[config.mk]
export PLATFORM = sky130hd
export DESIGN_NAME = uart_cmd_system_top_flat
export DESIGN_NICKNAME = d
export VERILOG_FILES = /design/src/rtl/uart_cmd_system_top_if.sv /design/src/rtl/uart_cmd_system_top.sv /design/src/flat_wrapper.sv
export SDC_FILE = /design/constraint.sdc
export NUM_CORES = 1
export LEC_CHECK = 0
export CELL_PAD_IN_SITES_DETAIL_PLACEMENT = 1
export CELL_PAD_IN_SITES_GLOBAL_PLACEMENT = 1
export CORE_MARGIN = 3
export CORE_UTILIZATION = 53
export DETAILED_ROUTE_END_ITERATION = 10
export DONT_BUFFER_PORTS = 1
export HOLD_SLACK_MARGIN = 0.08
export PLACE_DENSITY = 0.82
export SETUP_SLACK_MARGIN = 0.3
export SYNTH_ARGS = -nofsm -noshare
export SYNTH_HDL_FRONTEND = slang
export SYNTH_SLANG_ARGS = --single-unit
[constraint.sdc]
create_clock -name reference_clk -period 31.6 [get_ports reference_clk]
set_input_delay 3.16 -clock reference_clk [delete_from_list [all_inputs] [get_ports reference_clk]]
set_output_delay 3.16 -clock reference_clk [all_outputs]
set_load 0.03 [all_outputs]
[src/rtl/uart_cmd_system_top_if.sv]
// ----------------------------------------------------------------------------
// uart_cmd_system_top_if
// Serial-side bundle of the UART command subsystem.
//   serial_data_in   RX line into the subsystem, idle high
//   serial_data_out  TX line out of the subsystem, idle high
//   parity_error     one-cycle pulse on a received frame with bad parity
//   frame_error      one-cycle pulse on a received frame with stop bit 0
// master: the remote UART end (drives the RX line, observes the rest)
// slave : the subsystem itself
// ----------------------------------------------------------------------------
interface uart_cmd_system_top_if;
   logic serial_data_in;
   logic serial_data_out;
   logic parity_error;
   logic frame_error;

   modport master (
      output serial_data_in,
      input  serial_data_out,
      input  parity_error,
      input  frame_error
   );

   modport slave (
      input  serial_data_in,
      output serial_data_out,
      output parity_error,
      output frame_error
   );
endinterface

[src/rtl/uart_cmd_system_top.sv]
// ----------------------------------------------------------------------------
// uart_cmd_system_top
// UART-controlled register file / ALU. Command frames arrive on the RX line,
// a controller executes register writes, reads and ALU operations, and the
// results leave as UART frames (start, data LSB first, even parity, stop).
//   reference_clk  system clock, rising edge
//   reset          asynchronous, active high
//   uart_if        serial_data_in / serial_data_out / parity_error / frame_error
//
// Controller states:
//   state     | meaning
//   IDLE      | waiting for a command byte (AA/BB/CC/DD), others ignored
//   WR_ADDR   | write: waiting for the address byte
//   WR_DATA   | write: waiting for the data byte, stored on arrival
//   RD_ADDR   | read: waiting for the address byte
//   ALU_A     | ALU: operand A, stored into reg0
//   ALU_B     | ALU: operand B, stored into reg1
//   ALU_FUNC  | ALU: waiting for the function byte
//   NOP_FUNC  | ALU on current reg0/reg1: waiting for the function byte
//   EXEC      | result computed, low byte handed to the transmitter
//   TX_LO     | low byte on the line, then one idle bit time
//   TX_HI     | high byte on the line
//   TX_RD     | read data on the line
// ----------------------------------------------------------------------------
module uart_cmd_system_top #(
   parameter int DATA_WIDTH          = 8,
   parameter int REGISTER_FILE_DEPTH = 16,
   parameter int PRESCALE            = 8
) (
   input  logic                 reference_clk,
   input  logic                 reset,
   uart_cmd_system_top_if.slave uart_if
);

   localparam int ADDR_W = $clog2(REGISTER_FILE_DEPTH);
   localparam int RES_W  = 2 * DATA_WIDTH;
   localparam int TMR_W  = $clog2(PRESCALE);
   localparam int IDX_W  = $clog2(DATA_WIDTH);

   localparam logic [TMR_W-1:0] TMR_LAST  = TMR_W'(PRESCALE - 1);
   localparam logic [TMR_W-1:0] TMR_FIRST = TMR_W'(PRESCALE - 2);
   localparam logic [TMR_W-1:0] TAP_EARLY = TMR_W'(PRESCALE / 2);
   localparam logic [TMR_W-1:0] TAP_MID   = TMR_W'(PRESCALE / 2 - 1);
   localparam logic [TMR_W-1:0] TAP_VOTE  = TMR_W'(PRESCALE / 2 - 2);
   localparam logic [IDX_W-1:0] IDX_LAST  = IDX_W'(DATA_WIDTH - 1);

   localparam logic [DATA_WIDTH-1:0] CMD_WR  = DATA_WIDTH'('hAA);
   localparam logic [DATA_WIDTH-1:0] CMD_RD  = DATA_WIDTH'('hBB);
   localparam logic [DATA_WIDTH-1:0] CMD_ALU = DATA_WIDTH'('hCC);
   localparam logic [DATA_WIDTH-1:0] CMD_NOP = DATA_WIDTH'('hDD);
   localparam logic [DATA_WIDTH-1:0] ZERO_B  = '0;

   // ------------------------------------------------------------------------
   // Receiver
   // ------------------------------------------------------------------------
   typedef enum logic [2:0] {RX_IDLE, RX_START, RX_DATA, RX_PARITY, RX_STOP} rx_state_t;

   rx_state_t             rx_state_q, rx_state_d;
   logic                  rx_meta_q, rx_sync_q, rx_prev_q;
   logic [TMR_W-1:0]      rx_tmr_q, rx_tmr_d;
   logic [IDX_W-1:0]      rx_idx_q, rx_idx_d;
   logic [DATA_WIDTH-1:0] rx_shift_q, rx_shift_d;
   logic [1:0]            rx_smp_q, rx_smp_d;
   logic                  rx_par_q, rx_par_d;
   logic                  rx_fall, rx_sample, rx_vote_tap, rx_vote;
   logic                  rx_valid, rx_parity_err, rx_frame_err;

   // Two-flop synchronizer; the extra flop gives the falling-edge detector.
   always_ff @(posedge reference_clk or posedge reset) begin
      if (reset) begin
         rx_meta_q <= 1'b1;
         rx_sync_q <= 1'b1;
         rx_prev_q <= 1'b1;
      end else begin
         rx_meta_q <= uart_if.serial_data_in;
         rx_sync_q <= rx_meta_q;
         rx_prev_q <= rx_sync_q;
      end
   end

   // The bit timer free-runs modulo PRESCALE from the start edge, so each
   // bit's vote lands at the same offset; the state advances at the vote.
   assign rx_fall     = rx_prev_q & ~rx_sync_q;
   assign rx_sample   = (rx_tmr_q == TAP_EARLY) || (rx_tmr_q == TAP_MID);
   assign rx_vote_tap = (rx_tmr_q == TAP_VOTE);
   assign rx_vote     = (rx_smp_q[1] & rx_smp_q[0]) | (rx_smp_q[1] & rx_sync_q) |
                        (rx_smp_q[0] & rx_sync_q);

   always_ff @(posedge reference_clk or posedge reset) begin
      if (reset) begin
         rx_state_q <= RX_IDLE;
         rx_tmr_q   <= '0;
         rx_idx_q   <= '0;
         rx_shift_q <= '0;
         rx_smp_q   <= '0;
         rx_par_q   <= 1'b0;
      end else begin
         rx_state_q <= rx_state_d;
         rx_tmr_q   <= rx_tmr_d;
         rx_idx_q   <= rx_idx_d;
         rx_shift_q <= rx_shift_d;
         rx_smp_q   <= rx_smp_d;
         rx_par_q   <= rx_par_d;
      end
   end

   always_comb begin
      rx_state_d = rx_state_q;
      rx_tmr_d   = rx_tmr_q;
      rx_idx_d   = rx_idx_q;
      rx_shift_d = rx_shift_q;
      rx_smp_d   = rx_smp_q;
      rx_par_d   = rx_par_q;
      if (rx_state_q == RX_IDLE) begin
         if (rx_fall) begin
            rx_state_d = RX_START;
            rx_tmr_d   = TMR_FIRST;   // the edge cycle itself is bit cycle 0
         end
      end else begin
         rx_tmr_d = (rx_tmr_q == '0) ? TMR_LAST : rx_tmr_q - 1'b1;
         if (rx_sample) begin
            rx_smp_d = {rx_smp_q[0], rx_sync_q};
         end
         if (rx_vote_tap) begin
            unique case (rx_state_q)
               RX_START: begin
                  if (rx_vote) begin
                     rx_state_d = RX_IDLE;
                  end else begin
                     rx_state_d = RX_DATA;
                     rx_idx_d   = '0;
                  end
               end
               RX_DATA: begin
                  rx_shift_d = {rx_vote, rx_shift_q[DATA_WIDTH-1:1]};
                  if (rx_idx_q == IDX_LAST) begin
                     rx_state_d = RX_PARITY;
                  end else begin
                     rx_idx_d = rx_idx_q + 1'b1;
                  end
               end
               RX_PARITY: begin
                  rx_par_d   = rx_vote;
                  rx_state_d = RX_STOP;
               end
               default: rx_state_d = RX_IDLE;
            endcase
         end
      end
   end

   // Returning to IDLE at the stop-bit vote lets a start bit that follows
   // the stop bit immediately be caught.
   always_comb begin
      rx_valid      = 1'b0;
      rx_parity_err = 1'b0;
      rx_frame_err  = 1'b0;
      if (rx_state_q == RX_STOP && rx_vote_tap) begin
         rx_parity_err = (^rx_shift_q) != rx_par_q;
         rx_frame_err  = ~rx_vote;
         rx_valid      = ((^rx_shift_q) == rx_par_q) & rx_vote;
      end
   end

   assign uart_if.parity_error = rx_parity_err;
   assign uart_if.frame_error  = rx_frame_err;

   // ------------------------------------------------------------------------
   // Transmitter
   // ------------------------------------------------------------------------
   typedef enum logic [2:0] {TX_IDLE, TX_START, TX_DATA, TX_PARITY, TX_STOP} tx_state_t;

   tx_state_t             tx_state_q, tx_state_d;
   logic [TMR_W-1:0]      tx_tmr_q, tx_tmr_d;
   logic [IDX_W-1:0]      tx_idx_q, tx_idx_d;
   logic [DATA_WIDTH-1:0] tx_shift_q, tx_shift_d;
   logic                  tx_par_q, tx_par_d;
   logic                  tx_start;
   logic [DATA_WIDTH-1:0] tx_data;
   logic                  tx_busy, tx_done, tx_line;

   always_ff @(posedge reference_clk or posedge reset) begin
      if (reset) begin
         tx_state_q <= TX_IDLE;
         tx_tmr_q   <= '0;
         tx_idx_q   <= '0;
         tx_shift_q <= '0;
         tx_par_q   <= 1'b0;
      end else begin
         tx_state_q <= tx_state_d;
         tx_tmr_q   <= tx_tmr_d;
         tx_idx_q   <= tx_idx_d;
         tx_shift_q <= tx_shift_d;
         tx_par_q   <= tx_par_d;
      end
   end

   always_comb begin
      tx_state_d = tx_state_q;
      tx_tmr_d   = tx_tmr_q;
      tx_idx_d   = tx_idx_q;
      tx_shift_d = tx_shift_q;
      tx_par_d   = tx_par_q;
      if (tx_state_q == TX_IDLE) begin
         if (tx_start) begin
            tx_state_d = TX_START;
            tx_tmr_d   = TMR_LAST;
            tx_idx_d   = '0;
            tx_shift_d = tx_data;
            tx_par_d   = ^tx_data;
         end
      end else if (tx_tmr_q != '0) begin
         tx_tmr_d = tx_tmr_q - 1'b1;
      end else begin
         tx_tmr_d = TMR_LAST;
         unique case (tx_state_q)
            TX_START: tx_state_d = TX_DATA;
            TX_DATA: begin
               tx_shift_d = {1'b0, tx_shift_q[DATA_WIDTH-1:1]};
               if (tx_idx_q == IDX_LAST) begin
                  tx_state_d = TX_PARITY;
               end else begin
                  tx_idx_d = tx_idx_q + 1'b1;
               end
            end
            TX_PARITY: tx_state_d = TX_STOP;
            default:   tx_state_d = TX_IDLE;
         endcase
      end
   end

   // The line is decoded from registered state only, so reset drives it
   // high at once.
   always_comb begin
      tx_busy = (tx_state_q != TX_IDLE);
      tx_done = (tx_state_q == TX_STOP) && (tx_tmr_q == '0);
      unique case (tx_state_q)
         TX_START:  tx_line = 1'b0;
         TX_DATA:   tx_line = tx_shift_q[0];
         TX_PARITY: tx_line = tx_par_q;
         default:   tx_line = 1'b1;
      endcase
   end

   assign uart_if.serial_data_out = tx_line;

   // ------------------------------------------------------------------------
   // Register file and ALU
   // ------------------------------------------------------------------------
   logic [DATA_WIDTH-1:0] rf_q [REGISTER_FILE_DEPTH];
   logic                  rf_we;
   logic [ADDR_W-1:0]     rf_waddr;
   logic [DATA_WIDTH-1:0] rf_wdata;
   logic [DATA_WIDTH-1:0] alu_a, alu_b;
   logic [RES_W-1:0]      alu_res;
   logic [3:0]            func_q, func_d;

   always_ff @(posedge reference_clk or posedge reset) begin
      if (reset) begin
         for (int i = 0; i < REGISTER_FILE_DEPTH; i++) begin
            rf_q[i] <= '0;
         end
      end else if (rf_we) begin
         rf_q[rf_waddr] <= rf_wdata;
      end
   end

   assign alu_a = rf_q[0];
   assign alu_b = rf_q[1];

   always_comb begin
      unique case (func_q)
         4'd0:    alu_res = RES_W'(alu_a) + RES_W'(alu_b);
         4'd1:    alu_res = RES_W'(alu_a) - RES_W'(alu_b);
         4'd2:    alu_res = RES_W'(alu_a) * RES_W'(alu_b);
         4'd3:    alu_res = (alu_b == '0) ? '0 : {ZERO_B, alu_a / alu_b};
         4'd4:    alu_res = {ZERO_B, alu_a & alu_b};
         4'd5:    alu_res = {ZERO_B, alu_a | alu_b};
         4'd6:    alu_res = {ZERO_B, ~(alu_a & alu_b)};
         4'd7:    alu_res = {ZERO_B, ~(alu_a | alu_b)};
         4'd8:    alu_res = {ZERO_B, alu_a ^ alu_b};
         4'd9:    alu_res = {ZERO_B, ~(alu_a ^ alu_b)};
         4'd10:   alu_res = (alu_a == alu_b) ? RES_W'(1) : '0;
         4'd11:   alu_res = (alu_a > alu_b) ? RES_W'(2) : '0;
         4'd12:   alu_res = (alu_a < alu_b) ? RES_W'(3) : '0;
         4'd13:   alu_res = {ZERO_B, alu_a >> 1};
         4'd14:   alu_res = RES_W'(alu_a) << 1;
         default: alu_res = '0;
      endcase
   end

   // ------------------------------------------------------------------------
   // Command controller
   // ------------------------------------------------------------------------
   typedef enum logic [3:0] {
      C_IDLE, C_WR_ADDR, C_WR_DATA, C_RD_ADDR, C_ALU_A, C_ALU_B,
      C_ALU_FUNC, C_NOP_FUNC, C_EXEC, C_TX_LO, C_TX_HI, C_TX_RD
   } ctl_state_t;

   ctl_state_t         ctl_state_q, ctl_state_d;
   logic [ADDR_W-1:0]  addr_q, addr_d;
   logic [RES_W-1:0]   result_q, result_d;
   logic [TMR_W-1:0]   gap_tmr_q, gap_tmr_d;
   logic               rd_sent_q, rd_sent_d;

   always_ff @(posedge reference_clk or posedge reset) begin
      if (reset) begin
         ctl_state_q <= C_IDLE;
         addr_q      <= '0;
         func_q      <= '0;
         result_q    <= '0;
         gap_tmr_q   <= '0;
         rd_sent_q   <= 1'b0;
      end else begin
         ctl_state_q <= ctl_state_d;
         addr_q      <= addr_d;
         func_q      <= func_d;
         result_q    <= result_d;
         gap_tmr_q   <= gap_tmr_d;
         rd_sent_q   <= rd_sent_d;
      end
   end

   // States not listed here ignore rx_valid, which drops bytes that arrive
   // while a response is on the line.
   always_comb begin
      ctl_state_d = ctl_state_q;
      addr_d      = addr_q;
      func_d      = func_q;
      result_d    = result_q;
      gap_tmr_d   = gap_tmr_q;
      rd_sent_d   = rd_sent_q;
      unique case (ctl_state_q)
         C_IDLE: begin
            if (rx_valid) begin
               if (rx_shift_q == CMD_WR)       ctl_state_d = C_WR_ADDR;
               else if (rx_shift_q == CMD_RD)  ctl_state_d = C_RD_ADDR;
               else if (rx_shift_q == CMD_ALU) ctl_state_d = C_ALU_A;
               else if (rx_shift_q == CMD_NOP) ctl_state_d = C_NOP_FUNC;
            end
         end
         C_WR_ADDR: begin
            if (rx_valid) begin
               addr_d      = rx_shift_q[ADDR_W-1:0];
               ctl_state_d = C_WR_DATA;
            end
         end
         C_WR_DATA: if (rx_valid) ctl_state_d = C_IDLE;
         C_RD_ADDR: begin
            if (rx_valid) begin
               addr_d      = rx_shift_q[ADDR_W-1:0];
               rd_sent_d   = 1'b0;
               ctl_state_d = C_TX_RD;
            end
         end
         C_ALU_A: if (rx_valid) ctl_state_d = C_ALU_B;
         C_ALU_B: if (rx_valid) ctl_state_d = C_ALU_FUNC;
         C_ALU_FUNC, C_NOP_FUNC: begin
            if (rx_valid) begin
               func_d      = rx_shift_q[3:0];
               ctl_state_d = C_EXEC;
            end
         end
         C_EXEC: begin
            result_d    = alu_res;
            ctl_state_d = C_TX_LO;
         end
         C_TX_LO: begin
            // After the low frame's stop bit, hold the line idle for one bit
            // time; the high byte is launched as the gap timer expires.
            if (tx_done) begin
               gap_tmr_d = TMR_LAST;
            end else if (!tx_busy) begin
               if (gap_tmr_q == '0) ctl_state_d = C_TX_HI;
               else                 gap_tmr_d = gap_tmr_q - 1'b1;
            end
         end
         C_TX_HI: if (tx_done) ctl_state_d = C_IDLE;
         C_TX_RD: begin
            rd_sent_d = 1'b1;
            if (tx_done) ctl_state_d = C_IDLE;
         end
         default: ctl_state_d = C_IDLE;
      endcase
   end

   // EXEC hands the freshly computed low byte straight to the transmitter so
   // its start bit follows the function byte by two cycles, same as a read.
   always_comb begin
      rf_we    = 1'b0;
      rf_waddr = addr_q;
      rf_wdata = rx_shift_q;
      tx_start = 1'b0;
      tx_data  = result_q[DATA_WIDTH-1:0];
      unique case (ctl_state_q)
         C_WR_DATA: rf_we = rx_valid;
         C_ALU_A: begin
            rf_we    = rx_valid;
            rf_waddr = '0;
         end
         C_ALU_B: begin
            rf_we    = rx_valid;
            rf_waddr = ADDR_W'(1);
         end
         C_EXEC: begin
            tx_start = 1'b1;
            tx_data  = alu_res[DATA_WIDTH-1:0];
         end
         C_TX_LO: begin
            tx_start = !tx_busy && (gap_tmr_q == '0);
            tx_data  = result_q[RES_W-1:DATA_WIDTH];
         end
         C_TX_RD: begin
            tx_start = ~rd_sent_q;
            tx_data  = rf_q[addr_q];
         end
         default: ;
      endcase
   end

endmodule

[src/flat_wrapper.sv]
// flat-port wrapper written by rule: the top's interface ports become plain ports
module uart_cmd_system_top_flat 
#(
   parameter int DATA_WIDTH          = 8,
   parameter int REGISTER_FILE_DEPTH = 16,
   parameter int PRESCALE            = 8
)
  (reference_clk, reset, uart_if_serial_data_in, uart_if_serial_data_out, uart_if_parity_error, uart_if_frame_error);
  uart_cmd_system_top_if uart_if_i ();
  input  logic reference_clk;
  input  logic reset;
  input wire logic [$bits(uart_if_i.serial_data_in)-1:0] uart_if_serial_data_in;
  output wire logic [$bits(uart_if_i.serial_data_out)-1:0] uart_if_serial_data_out;
  output wire logic [$bits(uart_if_i.parity_error)-1:0] uart_if_parity_error;
  output wire logic [$bits(uart_if_i.frame_error)-1:0] uart_if_frame_error;
  assign uart_if_i.serial_data_in = uart_if_serial_data_in;
  assign uart_if_serial_data_out = uart_if_i.serial_data_out;
  assign uart_if_parity_error = uart_if_i.parity_error;
  assign uart_if_frame_error = uart_if_i.frame_error;
  uart_cmd_system_top #(.DATA_WIDTH(DATA_WIDTH), .REGISTER_FILE_DEPTH(REGISTER_FILE_DEPTH), .PRESCALE(PRESCALE)) u_core (.reference_clk(reference_clk), .reset(reset), .uart_if(uart_if_i));
endmodule
==> flow_summary.ini, run 1 <==
[power_and_ir_drop]
irDropWorstVdd_mv = 0.07718
p_leak_nw = 7.087
power_density_nw_per_um2 = 37.55

[clock_network]
htree_levels = 1
cts_sinks = 201
holdBufCountCts = 0
cts_root_buf = clkbuf_16
cts_buffers = 22
cts_setup_buffers = 0
cts.path.max_buffers = 3
clk_latency_ns = 0.53
cts_tree = done
cts_resized = 0
clk_pin_slew_ns = 0.06

[placement]
hpwl_um = 31820
place_congestion = 0.9317
port_buffers = 0
placedInstanceArea_um2 = 14720
pre_cts_ws_ns = 18.03

[cells_and_area]
num-nets-final = 1652
synthToLayoutAreaGrowth_pct = 6.608
drive_above_1_share_pct = 11.50
design_area_um2 = 15480
diodes = 0

[logic_synthesis]
syn_area_um2 = 14520
synth_warnings = 0
yosys-top-cells-count = 211 x nand2_1, 198 x dfrtp_1, 157 x o21ai_0, 123 x ha_1, 105 x inv_1
synth.largest_area_cell = dfrtp_1
synthCells = 1536
synth.most_common_cell = nand2_1
synth_top_area_share_pct = 34.12
yosys_register_bits = 201
syn_nets = 1700
syn_avg_cell_area_um2 = 9.455
ys_async_sr_fraction_pct = 100.0
ys_top_cells_by_area = dfrtp_1 34%, ha_1 11%, mux4_2 5.7%
synth_cell_types = 76
synth_ff_type = dfrtp_1
synth-edff-count = 0
seq_area_frac_synth_pct = 34.66

[global_routing]
grt_pass1_wl_um = 72600
grt_max_degree = 124
grt_pass1_vias = 12830
grt.total_usage_pct = 31.74
antenna_found_initial = 1
grt-ovfl-total = 0

[routing]
dr.pass1.iters = 4
remaining_drc_errors = 0
via_per_inst = 6.477
vias = 11910
ant_nets = 0
finalWirelength_um = 45990
wl_per_cell_um = 25.01
drtIter0Drc = 877

[floorplanning]
die_w_um = 171.5
rows = 59
die_y_um = 171.5
start_util_pct = 54.80
design.die.area_um2 = 29420
io_pins = 6
core_area_um2 = 26500

[timing]
hold_viol = 0
fin_setup_tns_ns = 0
fin_crit_ns = 13.81
clock-skew-final_ns = 0.03142
worstMarginPinSlew_ns = 1.181
fmax_mhz = 72.40
finalCritPeriodShare_pct = 43.71
drv_slew = 0
rsz0062_at_grt = no
slew_headroom_pct = 20.55
setup_ws_ns = 17.79
setup_viol = 0

[hold_path]
worst_hold_path_type = flop to flop

[setup_path]
critPathArrivalTime_ns = 14.24
required_ns = 32.03
crit_type = flop to flop
critPathCaptureType = flop
critPathMaxFanout = 17
crit_path_start_kind = flop
cpMaxStageDelayCell = or4_4
slowest_delay_ns = 0.67

[flow_run]
maxCapViolations = 0

[status]
status = complete, no violations
## path summary, 6_finish.rpt
check                           slack, ns                          end                   startpoint  depth (start not counted)
worst max-delay path                17.79  u_core.tx_par_q$_DFFE_PP0P_  u_core.alu_b[7]$_DFFE_PP0P_                         51
worst max register to register      17.79  u_core.tx_par_q$_DFFE_PP0P_  u_core.alu_b[7]$_DFFE_PP0P_                         51
min in group asynchronous            2.64  u_core.rf_q[70]$_DFFE_PP0P_                        reset                          1
max in group asynchronous           27.34  u_core.rf_q[17]$_DFFE_PP0P_                        reset                          2
worst min register to register       0.36   u_core.rx_sync_q$_DFF_PP1_   u_core.rx_meta_q$_DFF_PP1_                          0
worst min-delay path                 0.36   u_core.rx_sync_q$_DFF_PP1_   u_core.rx_meta_q$_DFF_PP1_                          0
## cell usage in the layout, fill, tap and decap left out, drive strengths merged, types with 17 or more instances in the layout
| master | netlist | final |
|---|---|---|
| dfrtp | 198 | 198 |
| nor2 | 102 | 102 |
| inv | 105 | 106 |
| ha | 123 | 123 |
| nand2 | 211 | 211 |
| a21oi | 72 | 72 |
| fa | 38 | 38 |
| mux2 | 68 | 68 |
| clkbuf | 69 | 32 |
| xnor2 | 20 | 20 |
| nor2b | 19 | 19 |
| nor3 | 30 | 30 |
| mux4 | 37 | 37 |
| nand3 | 17 | 17 |
| o21ai | 160 | 160 |
## flip-flops by register name, summed over array words and instances, names as in the netlist, 4 cells and up
signal              cells
u_core.rf_q           112
u_core.result_q        16
u_core.alu_a            8
u_core.alu_b            8
u_core.rf_wdata         8
u_core.tx_shift_q       8
u_core.addr_q           4
u_core.ctl_state_q      4
u_core.func_q           4
## per-stage QoR
step                instances  util (%)  hold slack [ns]  power [mW]
floorplan                1536         -           0.3452      0.3040
global placement         1799     55.54           0.3489      0.3116
detailed placement       1799     55.54           0.3526      0.3156
CTS                      1839     58.42           0.3637      0.5851
global route             1839     58.42           0.3635      0.6012
finish                   1839     58.42           0.3615      0.5814
## worst max-delay path, delay by kind of cell (launching register included)
| kind | cells | cell delay, ns |
|---|---|---|
| AO/OA/AOI/OAI | 30 | 6.54 |
| XOR/XNOR | 2 | 0.65 |
| adder cells (fa/ha/maj) | 7 | 2.09 |
| flip-flops | 1 | 0.62 |
| multiplexers | 4 | 1.67 |
| AND/OR/NAND/NOR | 8 | 2.14 |
## logic make-up after synthesis
family / after synthesis / share of synthesized area [%]
AND/OR/NAND/NOR: 449 / 13.94
AO/OA/AOI/OAI: 381 / 16.35
flip-flops: 201 / 34.66
buffers and inverters: 194 / 5.092
adder cells (fa/ha/maj): 162 / 15.90
multiplexers: 114 / 11.66
XOR/XNOR: 35 / 2.395
## layer usage
metal	vias to the layer above	share of wire [%]	track usage [%]
met5	-	0.026	0
met4	2	5.0	14.56
met3	137	5.7	5.470
met2	381	48	52.74
met1	6056	42	40.79
li1	5336	-	-
## report_power, final
group	switching (mW)	internal (mW)	total [mW]
Sequential	0.0104	0.264	0.275
Clock	0.111	0.156	0.267
Combinational	0.0249	0.0145	0.0394
## final cells by class
type / instances / area (um2)
fillers: 2968 / 11020
repair buffers: 13 / 97.59
well taps: 335 / 419.2
flip-flops and latches: 201 / 5035
clock inverters: 8 / 96.34
multi-input cells: 1141 / 8750
clock buffers: 32 / 668.1
inverters: 109 / 416.7
Note: power is estimated with default switching activity, not from simulation.
==> inputs of run 2 (changes only) <==
--- a/config.mk
+++ b/config.mk
@@ -5,14 +5,15 @@
 export SDC_FILE = /design/constraint.sdc
 export NUM_CORES = 1
 export LEC_CHECK = 0
+export ABC_AREA = 1
 export CELL_PAD_IN_SITES_DETAIL_PLACEMENT = 1
 export CELL_PAD_IN_SITES_GLOBAL_PLACEMENT = 1
 export CORE_MARGIN = 3
-export CORE_UTILIZATION = 53
+export CORE_UTILIZATION = 48
 export DETAILED_ROUTE_END_ITERATION = 10
 export DONT_BUFFER_PORTS = 1
 export HOLD_SLACK_MARGIN = 0.08
-export PLACE_DENSITY = 0.82
+export PLACE_DENSITY = 0.8
 export SETUP_SLACK_MARGIN = 0.3
 export SYNTH_ARGS = -nofsm -noshare
 export SYNTH_HDL_FRONTEND = slang
==> constraint.sdc (replaced) <==
create_clock -name reference_clk -period 14.1 [get_ports reference_clk]
set_input_delay 1.41 -clock reference_clk [delete_from_list [all_inputs] [get_ports reference_clk]]
set_output_delay 1.41 -clock reference_clk [all_outputs]
set_load 0.03 [all_outputs]
==> run 2 against run 1 <==
  * Worst setup slack got worse by 15 ns
  * Area after synthesis rose by 5.9%
  * Clock skew fell by 0.0058 ns
  * Worst hold slack got worse by 0.0062 ns
  * Synthesized cell count rose by 39%
  * Final cell count rose by 36%
  * Non-clock buffer count did not move
  * Critical path type unchanged
  * Critical endpoint unchanged
==> flow_summary.ini, run 2 <==
[placement]
place_inst = 2468
port_buffers = 0
place_congestion = 0.9571
hpwl_um = 34120

[timing]
slew_headroom_pct = 29.72
rsz0062_at_grt = no
hold_viol = 0
drv_slew = 0
hold_ws_ns = 0.3553
fin_setup_tns_ns = 0
setup_viol = 0
fmax_mhz = 91.98
worstMarginPinSlew_ns = 1.028
finalCritPeriodShare_pct = 77.11
fin_crit_ns = 10.87
clock-skew-final_ns = 0.02566

[logic_synthesis]
synth.largest_area_cell = dfrtp_1
synth_ff_type = dfrtp_1
synth_warnings = 0
seq_area_frac_synth_pct = 32.72
synth_cell_types = 55
ys_top_cells_by_area = dfrtp_1 32%, nand2_1 16%, ha_1 10%
synth-edff-count = 0
synth_top_area_share_pct = 32.21
yosys_register_bits = 201
yosys-top-cells-count = 646 x nand2_1, 250 x inv_1, 198 x dfrtp_1, 192 x o21ai_0, 165 x nand3_1
syn_avg_cell_area_um2 = 7.182
syn_nets = 2306
synth.most_common_cell = nand2_1
syn_area_um2 = 15380
ys_async_sr_fraction_pct = 100.0
synthCells = 2142

[clock_network]
cts_setup_buffers = 0
cts_root_buf = clkbuf_16
cts.path.max_buffers = 3
clk_latency_ns = 0.52
cts_sinks = 201
cts_resized = 0
htree_levels = 1
holdBufCountCts = 0
cts_buffers = 22
clk_pin_slew_ns = 0.06
cts_tree = done

[floorplanning]
core_area_um2 = 31070
die_y_um = 185.0
design.die.area_um2 = 34230
die_w_um = 185.0
io_pins = 6
rows = 64
start_util_pct = 49.51

[power_and_ir_drop]
irDropWorstVdd_mv = 0.1281
power_frac_clock_pct = 44.9
comb_power_share_pct = 9.1
p_sw_share_pct = 26.16
seqPwrFrac_pct = 46.0
switchingPower_uw = 346.5
p_leak_nw = 8.418
p_total_mw = 1.324
power_report.internal_total_uw = 977.9
power_density_nw_per_um2 = 81.05

[cells_and_area]
diodes = 0
n_fill_cell = 4044
reg_top3 = u_core.rf_q (112), u_core.result_q (16)
drive_above_1_share_pct = 5.871
largest-register = u_core.rf_q
final_util_pct = 52.59
largest_reg_flops = 112
layout_common_cells = 646 x nand2_1, 248 x inv_1, 197 x dfrtp_1, 192 x o21ai_0, 165 x nand3_1
synthToLayoutAreaGrowth_pct = 6.214
final-instance-count-excl-fill = 2508
num-nets-final = 2260
final_common_cell = nand2_1

[routing]
dr.pass1.iters = 7
drtIter0Drc = 905
wl_per_cell_um = 19.03
vias = 14180
remaining_drc_errors = 0
ant_nets = 0
finalWirelength_um = 47730
via_per_inst = 5.654

[global_routing]
grt_max_degree = 137
antenna_found_initial = 0
grt_pass1_wl_um = 78510
grt_pass1_vias = 14880
grt.total_usage_pct = 28.45
grt-ovfl-total = 0

[hold_path]
worst_hold_path_type = flop to flop
min_from = u_core.rx_meta_q$_DFF_PP1_

[setup_path]
cp_top_family = simple AND/OR/NAND/NOR gates
cpMaxStageDelayCell = dfrtp_1
critPathCaptureType = flop
crit_type = flop to flop
ff2ff_setup_slack_ns = 3.23
path_buf_inv = 7
crit_path_start_kind = flop
r2r_start = u_core.alu_b[0]$_DFFE_PP0P_
path_common_cell = nand2_1
slowest_delay_ns = 0.68
critPathMaxFanout = 13
required_ns = 14.50
critPathArrivalTime_ns = 11.27
cp-startpoint = u_core.alu_b[0]$_DFFE_PP0P_

[flow_run]
maxCapViolations = 0

[status]
status = complete, no violations
## run 2: cells by family (layout without fill, tap and decap cells)
| family | after synthesis | after routing | synth area share (%) |
|---|---|---|---|
| and+or+nand+nor | 1048 | 1048 | 28.43 |
| AOI/OAI and AO/OA | 368 | 368 | 13.66 |
| buffers and inverters | 340 | 310 | 8.841 |
| DFF | 201 | 201 | 32.72 |
| adders and majority gates | 161 | 161 | 14.95 |
| xor gates and xnor gates | 22 | 22 | 1.253 |
| muxes | 2 | 2 | 0.1383 |
## run 2: path summary, 6_finish.rpt
path                            depth (start not counted)                      endpoint
worst max-delay path                                   69   u_core.tx_par_q$_DFFE_PP0P_
worst min-delay path                                    0    u_core.rx_sync_q$_DFF_PP1_
worst max register to register                         69   u_core.tx_par_q$_DFFE_PP0P_
worst min register to register                          0    u_core.rx_sync_q$_DFF_PP1_
max in group asynchronous                               2  u_core.addr_q[0]$_DFFE_PP0P_
min in group asynchronous                               1   u_core.rf_q[53]$_DFFE_PP0P_
## run 2: through the flow
step,worst slack (ns),instance area [um2]
floorplan,5.236,15380
global placement,4.052,15590
detailed placement,3.286,15590
CTS,3.219,16340
global route,2.005,16340
finish,3.228,16340
## run 2: power by group through the flow
stage	clock network [mW]	registers, mW	logic (mW)
after global placement	0	0.618	0.114
final	0.595	0.609	0.120
after detailed placement	0	0.619	0.120
after CTS	0.604	0.609	0.123
after floorplan	0	0.615	0.0876
after global routing	0.629	0.612	0.138
## run 2: metal layers
metal / vias up / track usage, % / wire, um / part of all wire [%]
met1: 7030 / 37.93 / 21390 / 45
met4: 0 / 7.803 / 1377 / 2.9
met5: - / 0 / 0 / 0
li1: 6823 / - / - / -
met2: 241 / 50.02 / 23270 / 49
met3: 87 / 2.258 / 1689 / 3.5
## run 2: cell type report
type	count	area [um2]	share of cell area, %
clock buffer	30	630.6	3.859
clock inverter	10	116.4	0.7122
inverter	257	974.7	5.965
multi-input combinational	1601	8990	55.02
sequential	201	5035	30.81
tap	396	495.5	3.032
timing repair buffer	13	97.59	0.5973
==> inputs of run 3 (changes only) <==
--- a/config.mk
+++ b/config.mk
@@ -5,15 +5,15 @@
 export SDC_FILE = /design/constraint.sdc
 export NUM_CORES = 1
 export LEC_CHECK = 0
-export ABC_AREA = 1
+export ABC_AREA = 0
 export CELL_PAD_IN_SITES_DETAIL_PLACEMENT = 1
 export CELL_PAD_IN_SITES_GLOBAL_PLACEMENT = 1
 export CORE_MARGIN = 3
-export CORE_UTILIZATION = 48
+export CORE_UTILIZATION = 52
 export DETAILED_ROUTE_END_ITERATION = 10
 export DONT_BUFFER_PORTS = 1
 export HOLD_SLACK_MARGIN = 0.08
-export PLACE_DENSITY = 0.8
+export PLACE_DENSITY = 0.81
 export SETUP_SLACK_MARGIN = 0.3
 export SYNTH_ARGS = -nofsm -noshare
 export SYNTH_HDL_FRONTEND = slang
==> constraint.sdc (replaced) <==
create_clock -name reference_clk -period 10.4 [get_ports reference_clk]
set_input_delay 1.04 -clock reference_clk [delete_from_list [all_inputs] [get_ports reference_clk]]
set_output_delay 1.04 -clock reference_clk [all_outputs]
set_load 0.03 [all_outputs]
==> run 3 against run 2 <==
  * The flow now finishes with violations (setup timing)
  * Critical endpoint unchanged
  * Critical path depth shrank 15
  * Worst setup slack lost 4.0 ns
  * Count of clock-buffer cells in the layout grew 1
  * Core utilization grew 9.1 points
  * First-iteration DRC count grew 9.5%
  * Sequential cell count is the same
  * Largest cell class unchanged
  * Final cell count shrank 21%
  * Via count shrank 10%
  * Register-to-register slack lost 4.0 ns
  * Maximum frequency shrank 3.0%
==> flow_summary.ini, run 3 (synthesis gave the netlist of run 1 again) <==
[clock_network]
cts.path.max_buffers = 3
cts_buffers = 23
htree_levels = 1
cts_root_buf = clkbuf_16
clk_latency_ns = 0.53
clk_pin_slew_ns = 0.06
holdBufCountCts = 0
cts_tree = done
cts_sinks = 201

[timing]
finalCritPeriodShare_pct = 107.7
drv_slew = 0
setup_viol = 3
clock-skew-final_ns = 0.02387
fmax_mhz = 89.25
worstMarginPinSlew_ns = 1.131
fin_setup_tns_ns = -1.568
rsz0062_at_grt = yes
hold_viol = 0
slew_headroom_pct = 23.55
fin_crit_ns = 11.21
setup_ws_ns = -0.8050

[setup_path]
critPathMaxFanout = 6
ff2ff_setup_slack_ns = -0.81
path_buf_inv = 12
cp_top_family = compound AO/OA/AOI/OAI gates
rr_worst_depth = 54
path_common_cell = buf_4
r2r_start = u_core.alu_b[4]$_DFFE_PP0P_
crit_cells = 54
cpMaxStageDelayCell = or4_4
r2r-end = u_core.tx_par_q$_DFFE_PP0P_
crit_type = flop to flop
slowest_delay_ns = 0.56
critPathCaptureType = flop
crit_path_start_kind = flop
critPathArrivalTime_ns = 11.60
required_ns = 10.79

[status]
violations = setup timing
status = finished, violations left

[floorplanning]
io_pins = 6
rows = 60
design.die.area_um2 = 29970
core_area_um2 = 27180
die_w_um = 173.1
die_y_um = 173.1
start_util_pct = 53.44

[placement]
place_inst = 1884
place_congestion = 0.8993
placedInstanceArea_um2 = 15280
hpwl_um = 32100
port_buffers = 0
pre_cts_ws_ns = -0.5762

[cells_and_area]
final_common_cell = nand2_1
n_fill_cell = 3006
design_area_um2 = 16770
diodes = 0
drive_above_1_share_pct = 20.20
num-nets-final = 1752
layout_common_cells = 210 x nand2_1, 197 x dfrtp_1, 148 x o21ai_0, 110 x ha_1, 105 x buf_4
synthToLayoutAreaGrowth_pct = 15.48
largest-register = u_core.rf_q
reg_top3 = u_core.rf_q (112), u_core.result_q (16)
final-instance-count-excl-fill = 1976
largest_reg_flops = 112

[routing]
ant_nets = 0
via_per_inst = 6.426
drtIter0Drc = 991
vias = 12700
dr.pass1.iters = 5
wl_per_cell_um = 26.08
remaining_drc_errors = 0
finalWirelength_um = 51530

[global_routing]
grt.total_usage_pct = 32.45
antenna_found_initial = 0
grt_max_degree = 130
grt_pass1_vias = 13970
grt-ovfl-total = 0
grt_pass1_wl_um = 77850

[power_and_ir_drop]
p_total_mw = 1.788
p_leak_nw = 7.697
power_density_nw_per_um2 = 106.6
irDropWorstVdd_mv = 0.1894

[hold_path]
worst_hold_path_type = flop to flop
hold_path_end = u_core.rx_sync_q$_DFF_PP1_
min_from = u_core.rx_meta_q$_DFF_PP1_
whs_path_depth = 0

[flow_run]
maxCapViolations = 0
run 3: power breakdown:
part           internal (mW)  switching [mW]  leakage, nW  total, mW
sequential             0.803          0.0318         2.78      0.835
combinational         0.0431          0.0699         4.53      0.113
clock                  0.502           0.337        0.393      0.839
run 3: what timing repair did:
action / CTS / global route
gates cloned: 1 / 0
pin swaps: 29 / 15
setup buffers: 37 / 13
endpoints found under the hold margin: 0 / 0
gates resized for setup: 28 / 30
endpoints found under the setup margin: 3 / 3
run 3: how the worst max path moves through the flow:
| stage | startpoint | endpoint | slack [ns] |
|---|---|---|---|
| floorplan | u_core.alu_b[7]$_DFFE_PP0P_ | u_core.tx_par_q$_DFFE_PP0P_ | 0.34 |
| global placement | u_core.alu_b[5]$_DFFE_PP0P_ | u_core.tx_par_q$_DFFE_PP0P_ | -0.09 |
| detailed placement | u_core.alu_b[5]$_DFFE_PP0P_ | u_core.tx_par_q$_DFFE_PP0P_ | -0.58 |
| CTS | u_core.alu_b[4]$_DFFE_PP0P_ | u_core.tx_par_q$_DFFE_PP0P_ | 0.06 |
| global route | u_core.alu_b[4]$_DFFE_PP0P_ | u_core.tx_par_q$_DFFE_PP0P_ | -1.23 |
| finish | u_core.alu_b[4]$_DFFE_PP0P_ | u_core.tx_par_q$_DFFE_PP0P_ | -0.81 |
run 3: metal layers:
layer  routed length [um]  track usage, %  up-vias
met4                 3407           16.05        0
met5                    0               0        -
met3                 3102           4.897      206
li1                     -               -     5546
met1                19770           39.49     6453
met2                25250           56.40      493
run 3: final cells by class:
| cell class | instances | area, um2 | share of cell area (%) |
|---|---|---|---|
| clock inverters | 10 | 123.9 | 0.7386 |
| multi-input cells | 1142 | 9209 | 54.91 |
| clock buffers | 31 | 665.6 | 3.969 |
| flip-flops and latches | 201 | 5035 | 30.02 |
| inverters | 109 | 416.7 | 2.484 |
| well taps | 372 | 465.4 | 2.775 |
| repair buffers | 111 | 855.8 | 5.103 |
run 3: worst register-to-register path, delay by kind of cell (launching register included):
family	cells	cell delay [ns]
AO/OA/AOI/OAI	17	2.77
multiplexers	6	1.98
AND/OR/NAND/NOR	9	1.95
adder cells (fa/ha/maj)	7	1.94
buffers and inverters	12	1.53
XOR/XNOR	3	0.55
flip-flops	1	0.38
run 3: through the flow:
| step | hold WS (ns) | utilization (%) |
|---|---|---|
| 3_3_place_gp | 0.3489 | 56.24 |
| 2_1_floorplan | 0.3452 | - |
| 6_report | 0.3649 | 61.71 |
| 5_1_grt | 0.3680 | 61.71 |
| 3_5_place_dp | 0.3549 | 56.24 |
| 4_1_cts | 0.3665 | 60.68 |
